===== src/rtl/voice_allocator_pkg.sv =====
// Shared definitions for the polyphonic voice allocator: FSM encoding and
// default sizing also used by the top-level voice/mixer wiring.
package voice_allocator_pkg;

  localparam int VA_NUM_VOICES = 4;
  localparam int VA_NOTE_BITS  = 7;
  localparam int VA_AGE_BITS   = 4;

  typedef enum logic [1:0] {
    VA_IDLE   = 2'd0,
    VA_SCAN   = 2'd1,
    VA_COMMIT = 2'd2
  } va_state_t;

endpackage


===== src/rtl/voice_age.sv =====
// Per-voice saturating age counter; an inactive voice is held at age 0.
module voice_age #(
  parameter int AGE_BITS = 4
) (
  input  logic                clk,
  input  logic                rst,
  input  logic                clr,
  input  logic                inc,
  input  logic                active,
  output logic [AGE_BITS-1:0] age
);

  function automatic logic [AGE_BITS-1:0] sat_inc(input logic [AGE_BITS-1:0] a);
    return (a == {AGE_BITS{1'b1}}) ? a : a + 1'b1;
  endfunction

  always_ff @(posedge clk) begin
    if (rst || clr || !active) begin
      age <= '0;
    end else if (inc) begin
      age <= sat_inc(age);
    end
  end

endmodule


===== src/rtl/voice_allocator.sv =====
// Assigns note-on/off events to voices, scanning one voice per cycle and
// stealing the oldest gated voice when none is free.
module voice_allocator
  import voice_allocator_pkg::*;
#(
  parameter int NUM_VOICES = VA_NUM_VOICES,
  parameter int NOTE_BITS  = VA_NOTE_BITS,
  parameter int AGE_BITS   = VA_AGE_BITS
) (
  input  logic                            clk,
  input  logic                            rst,
  input  logic                            ev_valid,
  output logic                            ev_ready,
  input  logic                            ev_on,
  input  logic [NOTE_BITS-1:0]            ev_note,
  input  logic                            all_off,
  output logic [NUM_VOICES-1:0]           gate,
  output logic [NUM_VOICES*NOTE_BITS-1:0] notes,
  output logic                            stolen
);

  localparam int IDX_W = (NUM_VOICES > 1) ? $clog2(NUM_VOICES) : 1;
  localparam logic [IDX_W-1:0] LAST_IDX = IDX_W'(NUM_VOICES - 1);

  va_state_t state, state_nx;

  logic                 on_q;
  logic [NOTE_BITS-1:0] note_q;
  logic [IDX_W-1:0]     idx;
  logic                 match_found, free_found, old_found;
  logic [IDX_W-1:0]     match_idx, free_idx, old_idx, tgt;
  logic [AGE_BITS-1:0]  old_age;
  logic [NOTE_BITS-1:0] note_r [NUM_VOICES];
  logic [AGE_BITS-1:0]  age    [NUM_VOICES];
  logic [NUM_VOICES-1:0] age_clr, age_inc;
  logic                 take, commit;

  assign ev_ready = (state == VA_IDLE) && !all_off;
  assign take     = ev_valid && ev_ready;
  assign commit   = (state == VA_COMMIT) && !all_off;

  always_ff @(posedge clk) begin
    if (rst) state <= VA_IDLE;
    else     state <= state_nx;
  end

  always_comb begin
    state_nx = state;
    unique case (state)
      VA_IDLE:   if (take) state_nx = VA_SCAN;
      VA_SCAN:   if (idx == LAST_IDX) state_nx = VA_COMMIT;
      VA_COMMIT: state_nx = VA_IDLE;
      default:   state_nx = VA_IDLE;
    endcase
    if (all_off) state_nx = VA_IDLE;
  end

  // Scan stage: latch the event at the handshake, then inspect one voice per cycle
  always_ff @(posedge clk) begin
    if (take) begin
      on_q        <= ev_on;
      note_q      <= ev_note;
      idx         <= '0;
      match_found <= 1'b0;
      free_found  <= 1'b0;
      old_found   <= 1'b0;
      match_idx   <= '0;
      free_idx    <= '0;
      old_idx     <= '0;
      old_age     <= '0;
    end else if (state == VA_SCAN) begin
      idx <= idx + 1'b1;
      if (gate[idx] && (note_r[idx] == note_q) && !match_found) begin
        match_found <= 1'b1;
        match_idx   <= idx;
      end
      if (!gate[idx] && !free_found) begin
        free_found <= 1'b1;
        free_idx   <= idx;
      end
      // strict compare keeps the lowest index on equal ages
      if (gate[idx] && (!old_found || (age[idx] > old_age))) begin
        old_found <= 1'b1;
        old_idx   <= idx;
        old_age   <= age[idx];
      end
    end
  end

  always_comb begin
    if (match_found)     tgt = match_idx;
    else if (free_found) tgt = free_idx;
    else                 tgt = old_idx;
  end

  always_comb begin
    age_clr = '0;
    age_inc = '0;
    if (all_off) begin
      age_clr = '1;
    end else if (commit) begin
      for (int i = 0; i < NUM_VOICES; i++) begin
        if (on_q) begin
          if (IDX_W'(i) == tgt) age_clr[i] = 1'b1;
          else                  age_inc[i] = 1'b1;
        end else if (match_found && (IDX_W'(i) == match_idx)) begin
          age_clr[i] = 1'b1;
        end
      end
    end
  end

  // Commit stage: gate/note/stolen registers only move here, on panic or reset
  always_ff @(posedge clk) begin
    if (rst) begin
      gate   <= '0;
      stolen <= 1'b0;
      for (int i = 0; i < NUM_VOICES; i++) note_r[i] <= '0;
    end else begin
      stolen <= 1'b0;
      if (all_off) begin
        gate <= '0;
      end else if (commit) begin
        if (on_q) begin
          if (!match_found) begin
            note_r[tgt] <= note_q;
            gate[tgt]   <= 1'b1;
            stolen      <= !free_found;
          end
        end else if (match_found) begin
          gate[match_idx] <= 1'b0;
        end
      end
    end
  end

  for (genvar i = 0; i < NUM_VOICES; i++) begin : g_voice
    voice_age #(.AGE_BITS(AGE_BITS)) u_age (
      .clk    (clk),
      .rst    (rst),
      .clr    (age_clr[i]),
      .inc    (age_inc[i]),
      .active (gate[i]),
      .age    (age[i])
    );
    assign notes[i*NOTE_BITS +: NOTE_BITS] = note_r[i];
  end

endmodule


===== config.mk =====
export PLATFORM = sky130hd
export DESIGN_NAME = voice_allocator
export DESIGN_NICKNAME = d
export VERILOG_FILES = /design/src/rtl/voice_allocator_pkg.sv /design/src/rtl/voice_age.sv /design/src/rtl/voice_allocator.sv
export SDC_FILE = /design/constraint.sdc
export NUM_CORES = 1
export LEC_CHECK = 0
export CORE_MARGIN = 2
export CORE_UTILIZATION = 50
export DETAILED_ROUTE_END_ITERATION = 10
export HOLD_SLACK_MARGIN = 0.05
export PLACE_DENSITY = 0.71
export SLEW_MARGIN = 20
export SYNTH_ARGS = -nofsm -noshare
export SYNTH_HDL_FRONTEND = slang
export SYNTH_SLANG_ARGS = --single-unit

===== constraint.sdc =====
create_clock -name clk -period 6.3 [get_ports clk]
set_clock_uncertainty 0.1 [all_clocks]
set_input_delay 1.26 -clock clk [delete_from_list [all_inputs] [get_ports clk]]
set_output_delay 1.26 -clock clk [all_outputs]
set_load 0.02 [all_outputs]

* Word level (Yosys, flattened, before mapping)
Memories as Yosys holds them, arrays and structs flattened. A register that Yosys moved wholly into a read port is not among the register bits. Index checks and enable logic that the tools add are counted.
Storage, ports and cells: word-level logic and storage cells 158, memories kept 1, memory bits (writable) 28, output and inout port bits 34, bits of input ports 12, flip-flop bits (word level) 46
Operators by class: add/subtract/negate cells 5, multiplexer cells 54, bitwise gates (word level) 10, magnitude comparators 7, reductions and logical operators 47, equality and inequality tests 17
Memory list:
- note_r | words 4, width 7, read ports 5, clocked after Yosys merged registers in 1, wr ports 4, RTL line voice_allocator.sv:33 | logic [NOTE_BITS-1:0] note_r [NUM_VOICES];
Operator list (number):
- $mux 4 | 9
- $mux 1 | 32
- $add 4x1->4 const B | 4
- $eq 4x4->1 const B | 4
- $reduce_and 2->1 | 8
- $mux 2 | 7
- $logic_and 1x1->1 | 13
- $logic_not 1->1 | 9
- $logic_or 1x1->1 | 9
- $lt 2x3->1 const B | 3
- $bmux 4 s2 | 1
- $eq 2x2->1 const A | 4
- $eq 7x7->1 | 1
- $mux 7 | 1
- $reduce_or 7->1 | 1
- $logic_not 2->1 | 3
- $ne 2x2->1 const B | 3
- $not 1->1 | 6
- $reduce_or 5->1 | 1
- $and 4x4->4 | 1
- $demux 1 s2 | 2
- $eq 1x2->1 const A | 2
- $eq 2x2->1 const B | 2
- $ge 2x1->1 const B | 2
- other kinds (12) | 12

* Longest topological paths before layout
Gate-level depths: netlist of the first run.
depth in word-level cells 9, mapped depth 11, depth with buffers taken out 10

* Cells and area by module
Synthesis of the first run repeated with hierarchy kept, for this count alone.
Second synthesis, totals: cell total of the unflattened synthesis 364, area, all modules 3758.6 µm²
By module, submodules not included:
- voice_allocator | seq. area each 1561.5 µm², area each 2987.9 µm², instances 1, cells each 276
- voice_age | seq. area each 80.1 µm², area each 192.7 µm², instances 4, cells each 22

* Worst setup path after synthesis of the first run
Ideal clock, no wire load.
kind in2out, from input port all_off, to output port ev_ready, path slack 3.177 ns, required time 4.940 ns, path buffers 0, arrival 1.763 ns, stages 1, cell sequence nor3_1
Between the ends: cells in the longest elaborated chain, start to end 2
RTL lines:
- start, declared | RTL line voice_allocator.sv:16 | input logic all_off,
- $logic_not 1->1 | RTL line voice_allocator.sv:38 | assign ev_ready = (state == VA_IDLE) && !all_off;
- $logic_and 1x1->1 | RTL line voice_allocator.sv:38
- end, declared | RTL line voice_allocator.sv:13 | output logic ev_ready,
Every way passes these cells.

* Final worst setup path of the first run
Same ends and word-level chain as after synthesis.

==> results of run 1 <==
==> final cells by class <==
class                           instances  area [um2]  share of cell area, %
Tap cell                               99         124                   2.81
Clock buffer                           10         149                   3.37
Clock inverter                          6        52.6                   1.19
Multi-Input combinational cell        243        1690                   38.2
Timing Repair Buffer                   46         458                   10.4
Sequential cell                        76        1880                   42.6
Inverter                               16        60.1                   1.36
==> synthesized netlist by cell type (6+ instances only) <==
library cell  count
mux2i_1          17
a31oi_1           6
nand3_1          16
o21ai_0           9
o21a_1            7
nand2b_1          6
ha_1             10
nor3_1            9
nand2_1          24
nor2_1           51
xnor2_1           8
dfxtp_1          40
edfxtp_1         36
inv_1            16
a21oi_1          10
o211ai_1         12
==> kinds of logic after synthesis <==
| family | synth area share (%) |
|---|---|
| simple gates | 17.4 |
| fa+ha+maj | 3.32 |
| buf+inv | 5.34 |
| mux | 10.8 |
| flops | 49.9 |
| compound gates | 10.1 |
| xor+xnor | 3.22 |
==> per-stage QoR <==
stage / hold WS (ns) / utilization [%] / total power [mW] / cell area, um2 / std cells
after global routing: 0.397 / 60.5 / 1.05 / 4410 / 496
after global placement: 0.352 / 57.8 / 0.650 / 4210 / 480
final: 0.370 / 60.5 / 1.01 / 4410 / 496
after CTS: 0.373 / 60.5 / 1.02 / 4410 / 496
after floorplan: 0.332 / - / 0.621 / 3770 / 353
after detailed placement: 0.361 / 57.8 / 0.652 / 4210 / 480
==> flip-flops by register name (all words and copies together) (netlist names), named ones only <==
signal             count
note_r                28
g_voice.u_age.age     16
note_q                 7
gate                   4
old_age                4
free_idx               2
idx                    2
match_idx              2
old_idx                2
state                  2
free_found             1
match_found            1
old_found              1
on_q                   1
stolen                 1
==> report_power, final <==
group / leakage (nW) / total [mW] / internal (mW) / switching (mW)
Sequential: 0.687 / 0.552 / 0.529 / 0.0229
Combinational: 0.776 / 0.0881 / 0.0460 / 0.0421
Clock: 0.105 / 0.372 / 0.174 / 0.198
==> path summary, 6_finish.rpt <==
kind	from	to	slack, ns	depth (start not counted)
hold reg to reg	old_age[0]	old_age[0]	0.37	2
setup reg to reg	free_found	note_r[2][3]	2.93	4
setup / recovery	all_off	ev_ready	2.30	3
hold / removal	old_age[0]	old_age[0]	0.37	2
==> critical path: stages <==
cell             delay, ns
clkdlybuf4s50_1       0.48
nor3_1                0.24
clkdlybuf4s50_1       0.66
==> layer usage <==
layer / up-vias / GRT usage [%] / wire length (um) / part of all wire (%)
met5: - / 0 / 0 / 0
met4: 0 / 7.83 / 112 / 1.4
met3: 11 / 4.51 / 382 / 4.7
met2: 93 / 36.3 / 4030 / 49
met1: 1346 / 25.8 / 3630 / 45
li1: 1354 / - / - / -
==> flow_metrics.py, run 1 <==
metrics = {
    "yosys": {
        "ys_ff_latch": 76,
        "ys.flop_type": "dfxtp_1",
        "syn_inst": 353,
        "synth-seq-area-share_pct": 49.9,
        "synth_edf_count": 36,
        "ys_types": 51,
        "yosysTopAreaCell": "edfxtp_1",
        "yosysTopAreaCellShare_pct": 28.7,
        "netlist_top_cells_area": "edfxtp_1, dfxtp_1, nor2_1",
        "async_reset_ff_share_pct": 0,
        "synth_nets": 375,
        "ys_warn_count": 0,
        "syn_area_mm2": 0.00377,
        "syn_avg_cell_area_um2": 10.7,
    },
    "floorplan": {
        "dieHeight_um": 90.8,
        "start_util_pct": 51.7,
        "core-area_mm2": 0.00729,
        "die-area_mm2": 0.00825,
        "rows": 31,
        "die_w_um": 90.8,
        "ios": 46,
    },
    "power": {
        "pwr_density_cell_mw_per_mm2": 229,
        "p_leak_nw": 1.57,
        "peakVddDrop_uv": 120,
    },
    "grt": {
        "grt_pass1_vias": 2726,
        "grt_pass1_wl_mm": 13.4,
        "grt_usage_pct": 21.0,
        "grt_max_degree": 21,
        "grt_antenna_before_repair": 0,
        "grt-ovfl-total": 0,
    },
    "sta": {
        "grt_setup_unrepaired": "no",
        "finalCritPeriodShare_pct": 63.5,
        "final_max_slew_viol_count": 0,
        "worst_pin_slew_ns": 0.902,
        "clock.fmax_mhz": 250,
        "hold_viol_final": 0,
        "min_period_ns": 4.00,
        "setup_ws_ns": 2.30,
        "slew_headroom_pct": 38.1,
        "setup_viol": 0,
        "tns_ns": 0,
    },
    "cts": {
        "clkLatencyLatePin_ns": 0.36,
        "clock_sinks": 76,
        "cts_hold_buf": 0,
        "cts_max_level": 3,
        "cts_tree": "built",
        "cts_buffers": 9,
        "cts_resized": 0,
        "clk_pin_slew_worst_paths_ns": 0.08,
        "post_cts_buffers": 0,
        "cts.root.buffer_cell": "clkbuf_8",
        "clockBufferDepth": 2,
    },
    "routing": {
        "remaining_drc_errors": 0,
        "firstDrtPassIters": 4,
        "vias": 2804,
        "final_antenna_net_count": 0,
        "drt_wl_total_mm": 8.16,
        "wl_per_cell_um": 16.4,
        "viasPerCell": 5.65,
        "first_iter_violations": 164,
    },
    "setup_path": {
        "crit_required_ns": 4.94,
        "cp-start-kind": "input pin",
        "setup.worst_path.end_class": "output port",
        "cp.arrival_ns": 2.64,
        "criticalPathCategory": "in -> out",
        "crit_fanout": 6,
    },
    "layout": {
        "layout_commonest_cell": "nor2_1",
        "nFillCells": 644,
        "layout_common_cells": "nor2_1, clkdlybuf4s50_1, dfxtp_1",
        "drive_gt1_share_pct": 8.82,
        "diodes": 0,
        "fin_nets": 414,
        "synthToLayoutAreaGrowth_pct": 17.0,
    },
    "run_status": {
        "status": "finished clean",
    },
    "hold_path": {
        "worstHoldPathType": "reg -> reg",
    },
    "place": {
        "post-dp-hpwl_mm": 5.86,
        "preCtsSetupSlack_ns": 2.31,
        "gp_congestion": 0.780,
        "io_buffer_count": 45,
    },
    "job": {
        "cap_violations": 0,
    },
}
Note: power is estimated with default switching activity, not from simulation.
==> run 2, diff against run 1 <==
clock period = 3.9 ns   (was 6.3 ns; I/O delays follow)
==> flow_metrics.py, run 2 (synthesis results as in run 1) <==
metrics = {
    "layout": {
        "diodes": 0,
        "top_register": "note_r",
        "final_area_mm2": 0.00444,
        "layout_common_cells": "nor2_1, clkdlybuf4s50_1, dfxtp_1",
        "layout_commonest_cell": "nor2_1",
        "largest_reg_flops": 28,
        "drive_gt1_share_pct": 9.48,
        "top_regs": "note_r (28), g_voice.u_age.age (16), note_q (7)",
        "synthToLayoutAreaGrowth_pct": 17.8,
        "fin_nets": 418,
        "post-route-util_pct": 60.9,
    },
    "setup_path": {
        "r2r_cells": 8,
        "criticalPathCategory": "in -> out",
        "cp.arrival_ns": 2.17,
        "cp-start-kind": "input pin",
        "crit_required_ns": 3.02,
        "setup.worst_path.end_class": "output port",
        "crit_fanout": 6,
        "rr_startpoint": "idx[1]",
        "regToRegEndpoint": "old_age[1]",
        "reg2reg_slack_ns": 0.92,
    },
    "sta": {
        "tns_ns": 0,
        "worst_pin_slew_ns": 0.794,
        "grt_setup_unrepaired": "no",
        "min_period_ns": 3.05,
        "clock.fmax_mhz": 328,
        "hold_viol_final": 0,
        "slew_headroom_pct": 47.0,
        "setup_viol": 0,
        "final_max_slew_viol_count": 0,
        "finalCritPeriodShare_pct": 78.3,
    },
    "cts": {
        "cts.root.buffer_cell": "clkbuf_8",
        "cts_hold_buf": 0,
        "post_cts_buffers": 0,
        "clockBufferDepth": 2,
        "clock_sinks": 76,
        "cts_resized": 0,
        "cts_buffers": 9,
        "cts_max_level": 3,
        "clk_pin_slew_worst_paths_ns": 0.07,
        "cts_tree": "built",
        "clkLatencyLatePin_ns": 0.35,
    },
    "place": {
        "io_buffer_count": 45,
        "post-dp-hpwl_mm": 5.89,
        "gp_congestion": 0.796,
        "dpl_cell_area_mm2": 0.00424,
    },
    "power": {
        "peakVddDrop_uv": 168,
        "p_int_mw": 1.25,
        "p_sw_share_pct": 24.4,
        "p_leak_nw": 1.58,
        "power_switching_uw": 404,
        "pwr-share-clk_pct": 37.2,
        "pwr-share-seq_pct": 53.5,
        "pwr_density_cell_mw_per_mm2": 372,
        "p_comb_share_pct": 9.3,
    },
    "grt": {
        "grt_usage_pct": 20.8,
        "grt_pass1_wl_mm": 13.5,
        "grt_antenna_before_repair": 0,
        "grt_max_degree": 21,
        "grt-ovfl-total": 0,
        "grt_pass1_vias": 2734,
    },
    "routing": {
        "viasPerCell": 5.56,
        "wl_per_cell_um": 16.5,
        "final_antenna_net_count": 0,
        "remaining_drc_errors": 0,
        "firstDrtPassIters": 4,
        "first_iter_violations": 123,
        "drt_wl_total_mm": 8.27,
        "vias": 2780,
    },
    "floorplan": {
        "rows": 31,
        "dieHeight_um": 90.8,
        "die_w_um": 90.8,
        "core-area_mm2": 0.00729,
        "die-area_mm2": 0.00825,
        "ios": 46,
        "start_util_pct": 51.7,
    },
    "hold_path": {
        "worstHoldPathType": "reg -> reg",
        "min_path_cells": 2,
        "holdPathEnd": "old_age[0]",
        "worstHoldStart": "old_age[0]",
    },
    "job": {
        "cap_violations": 0,
    },
    "run_status": {
        "status": "finished clean",
    },
}
[run 2: through the flow]
stage | std cells | power, mW | hold slack, ns | worst slack [ns]
after floorplan | 353 | 1.00 | 0.332 | 1.34
after global routing | 500 | 1.71 | 0.397 | 0.769
after detailed placement | 484 | 1.06 | 0.356 | 0.846
after global placement | 484 | 1.05 | 0.355 | 0.902
after CTS | 500 | 1.66 | 0.370 | 0.845
final | 500 | 1.65 | 0.371 | 0.847
[run 2: how the worst max path moves through the flow]
stage          cells past startpoint     from    endpoint
6_report                           3  all_off    ev_ready
5_1_grt                            8   idx[1]  old_age[1]
3_3_place_gp                       3  all_off    ev_ready
4_1_cts                            3  all_off    ev_ready
3_5_place_dp                       3  all_off    ev_ready
2_1_floorplan                      9   idx[1]  old_age[1]
[run 2: metal layers]
metal  wire length (um)  vias up  GRT usage, %  share of wire (%)
met1               3700     1342          26.8                 45
met4                115        0          6.44                1.4
met2               4070       69          35.1                 49
met5                  0        -             0                  0
li1                   -     1358             -                  -
met3                374       11          4.51                4.5
[run 2: final cells by class]
| cell class | instances | area, um2 |
|---|---|---|
| fillers | 638 | 2850 |
| flip-flops and latches | 76 | 1880 |
| multi-input cells | 243 | 1690 |
| repair buffers | 50 | 488 |
| clock buffers | 11 | 141 |
| well taps | 99 | 124 |
| clock inverters | 5 | 61.3 |
| inverters | 16 | 60.1 |
[run 2: power by group through the flow]
stage / Combinational, mW / Sequential [mW] / Clock [mW]
final: 0.153 / 0.884 / 0.614
after global routing: 0.164 / 0.889 / 0.656
after CTS: 0.154 / 0.885 / 0.620
after detailed placement: 0.153 / 0.903 / 0
after global placement: 0.151 / 0.902 / 0
after floorplan: 0.104 / 0.899 / 0
[run 2: critical path: stages]
cell and delay [ns]:
clkdlybuf4s50_1 0.48, nor3_1 0.25, clkdlybuf4s50_1 0.66
==> run 3, diff against run 2 <==
PLACE_DENSITY = 0.74   (was 0.71)
clock period = 2.65 ns   (was 3.9 ns; I/O delays follow)
==> flow_metrics.py, run 3 (synthesis results as in run 1) <==
metrics = {
    "setup_path": {
        "cp-start-kind": "register",
        "crit_fanout": 6,
        "cpPeakStageDelay_ns": 0.60,
        "slowest_stage": "mux4_1",
        "crit_chain": "mux4_1, ha_1, nor2b_1, o21a_1, o21a_1, o21a_1, o21a_2, o31ai_1",
        "criticalPathCategory": "reg -> reg",
        "cp.arrival_ns": 2.75,
        "crit_required_ns": 2.83,
        "reg2reg_slack_ns": 0.07,
        "cp_common_cell": "o21a_1",
        "regToRegEndpoint": "old_age[1]",
        "r2r_cells": 8,
        "setup.worst_path.end_class": "register",
        "rr_startpoint": "idx[1]",
    },
    "floorplan": {
        "die_w_um": 90.8,
        "ios": 46,
        "dieHeight_um": 90.8,
        "core-area_mm2": 0.00729,
        "die-area_mm2": 0.00825,
        "rows": 31,
        "start_util_pct": 51.7,
    },
    "grt": {
        "grt_pass1_vias": 2862,
        "grt-ovfl-total": 0,
        "grt_use_met2_pct": 35.0,
        "grt_max_degree": 21,
        "busiest_layer": "met2",
        "grt_pass1_wl_mm": 14.3,
        "grtUsageMet1_pct": 30.5,
        "grt_usage_pct": 22.5,
        "grt_use_met3_pct": 5.34,
        "grt_antenna_before_repair": 0,
    },
    "sta": {
        "tns_ns": 0,
        "worst_pin_slew_ns": 0.625,
        "min_period_ns": 2.58,
        "final_max_slew_viol_count": 0,
        "hold_viol_final": 0,
        "hold_slack_ns": 0.362,
        "grt_setup_unrepaired": "no",
        "slew_headroom_pct": 58.0,
        "setup_viol": 0,
        "setup_ws_ns": 0.0720,
        "finalCritPeriodShare_pct": 97.3,
        "clock.fmax_mhz": 388,
    },
    "layout": {
        "nFillCells": 634,
        "top_register": "note_r",
        "fin_nets": 431,
        "drive_gt1_share_pct": 13.0,
        "final_area_mm2": 0.00457,
        "largest_reg_flops": 28,
        "layout_common_cells": "nor2_1, clkdlybuf4s50_1, dfxtp_1",
        "diodes": 0,
        "top_regs": "note_r (28), g_voice.u_age.age (16), note_q (7)",
        "synthToLayoutAreaGrowth_pct": 21.1,
        "layout_commonest_cell": "nor2_1",
        "post-route-util_pct": 62.6,
    },
    "place": {
        "post-dp-hpwl_mm": 6.56,
        "gp_congestion": 0.872,
        "dpl_cell_area_mm2": 0.00434,
        "io_buffer_count": 45,
        "preCtsSetupSlack_ns": 0.0714,
    },
    "power": {
        "peakVddDrop_uv": 316,
        "pwr_density_cell_mw_per_mm2": 563,
        "p_leak_nw": 1.66,
    },
    "routing": {
        "vias": 2914,
        "firstDrtPassIters": 5,
        "drt_wl_total_mm": 8.89,
        "remaining_drc_errors": 0,
        "first_iter_violations": 139,
        "viasPerCell": 5.68,
        "final_antenna_net_count": 0,
        "wl_per_cell_um": 17.3,
    },
    "hold_path": {
        "worstHoldPathType": "reg -> reg",
        "holdPathEnd": "old_idx[1]",
        "min_path_cells": 2,
        "worstHoldStart": "old_idx[1]",
    },
    "cts": {
        "cts_max_level": 3,
        "clk_pin_slew_worst_paths_ns": 0.09,
        "clockBufferDepth": 2,
        "clkLatencyLatePin_ns": 0.36,
        "cts_resized": 0,
        "post_cts_buffers": 0,
        "cts_buffers": 9,
        "clock_sinks": 76,
        "cts.root.buffer_cell": "clkbuf_8",
        "cts_tree": "built",
        "cts_hold_buf": 0,
    },
    "run_status": {
        "status": "finished clean",
    },
    "job": {
        "cap_violations": 0,
    },
}
run 3: cell count changes in the layout (fill, tap and decap cells not counted), sizes merged:
cell / change
buf: +13
clkbuf: -2
clkinvlp: -1
inv: +2
bufinv: +1
run 3: worst max-delay path, delay by kind of cell, from the launching register on:
family                     cells  cell delay (ns)
AOI/OAI and AO/OA              5             1.01
adders and majority gates      1             0.31
muxes                          1             0.60
and+or+nand+nor                1             0.13
DFF                            1             0.34
run 3: layer usage:
layer | wire length [um] | share of wire [%]
met1 | 4020 | 45
met2 | 4180 | 47
met3 | 497 | 5.6
met4 | 201 | 2.3
met5 | 0 | 0
run 3: through the flow:
step,cells,power [mW]
6_report,513,2.57
5_1_grt,513,2.65
4_1_cts,513,2.58
3_5_place_dp,497,1.57
3_3_place_gp,497,1.57
2_1_floorplan,353,1.48
run 3: power by group:
part	internal [mW]	leakage [nW]	switching, mW
clock	0.547	0.116	0.479
sequential	1.26	0.687	0.0359
combinational	0.126	0.855	0.125
total	1.93	1.66	0.639
run 3: area by class of cell:
class	count	area [um2]	share of cell area, %
multi-input combinational	243	1690	36.9
clock buffer	9	124	2.71
clock inverter	7	106	2.33
inverter	16	60.1	1.32
sequential	76	1880	41.2
tap	99	124	2.71
timing repair buffer	63	586	12.8
run 3: worst max path at each step:
stage	startpoint	endpoint	slack [ns]	depth (start not counted)
2_1_floorplan	idx[1]	old_age[1]	0.09	9
3_3_place_gp	idx[1]	old_age[1]	0.14	8
3_5_place_dp	idx[1]	old_age[1]	0.07	8
4_1_cts	idx[1]	old_age[1]	0.07	8
5_1_grt	idx[1]	old_age[3]	0.003	8
6_report	idx[1]	old_age[1]	0.07	8
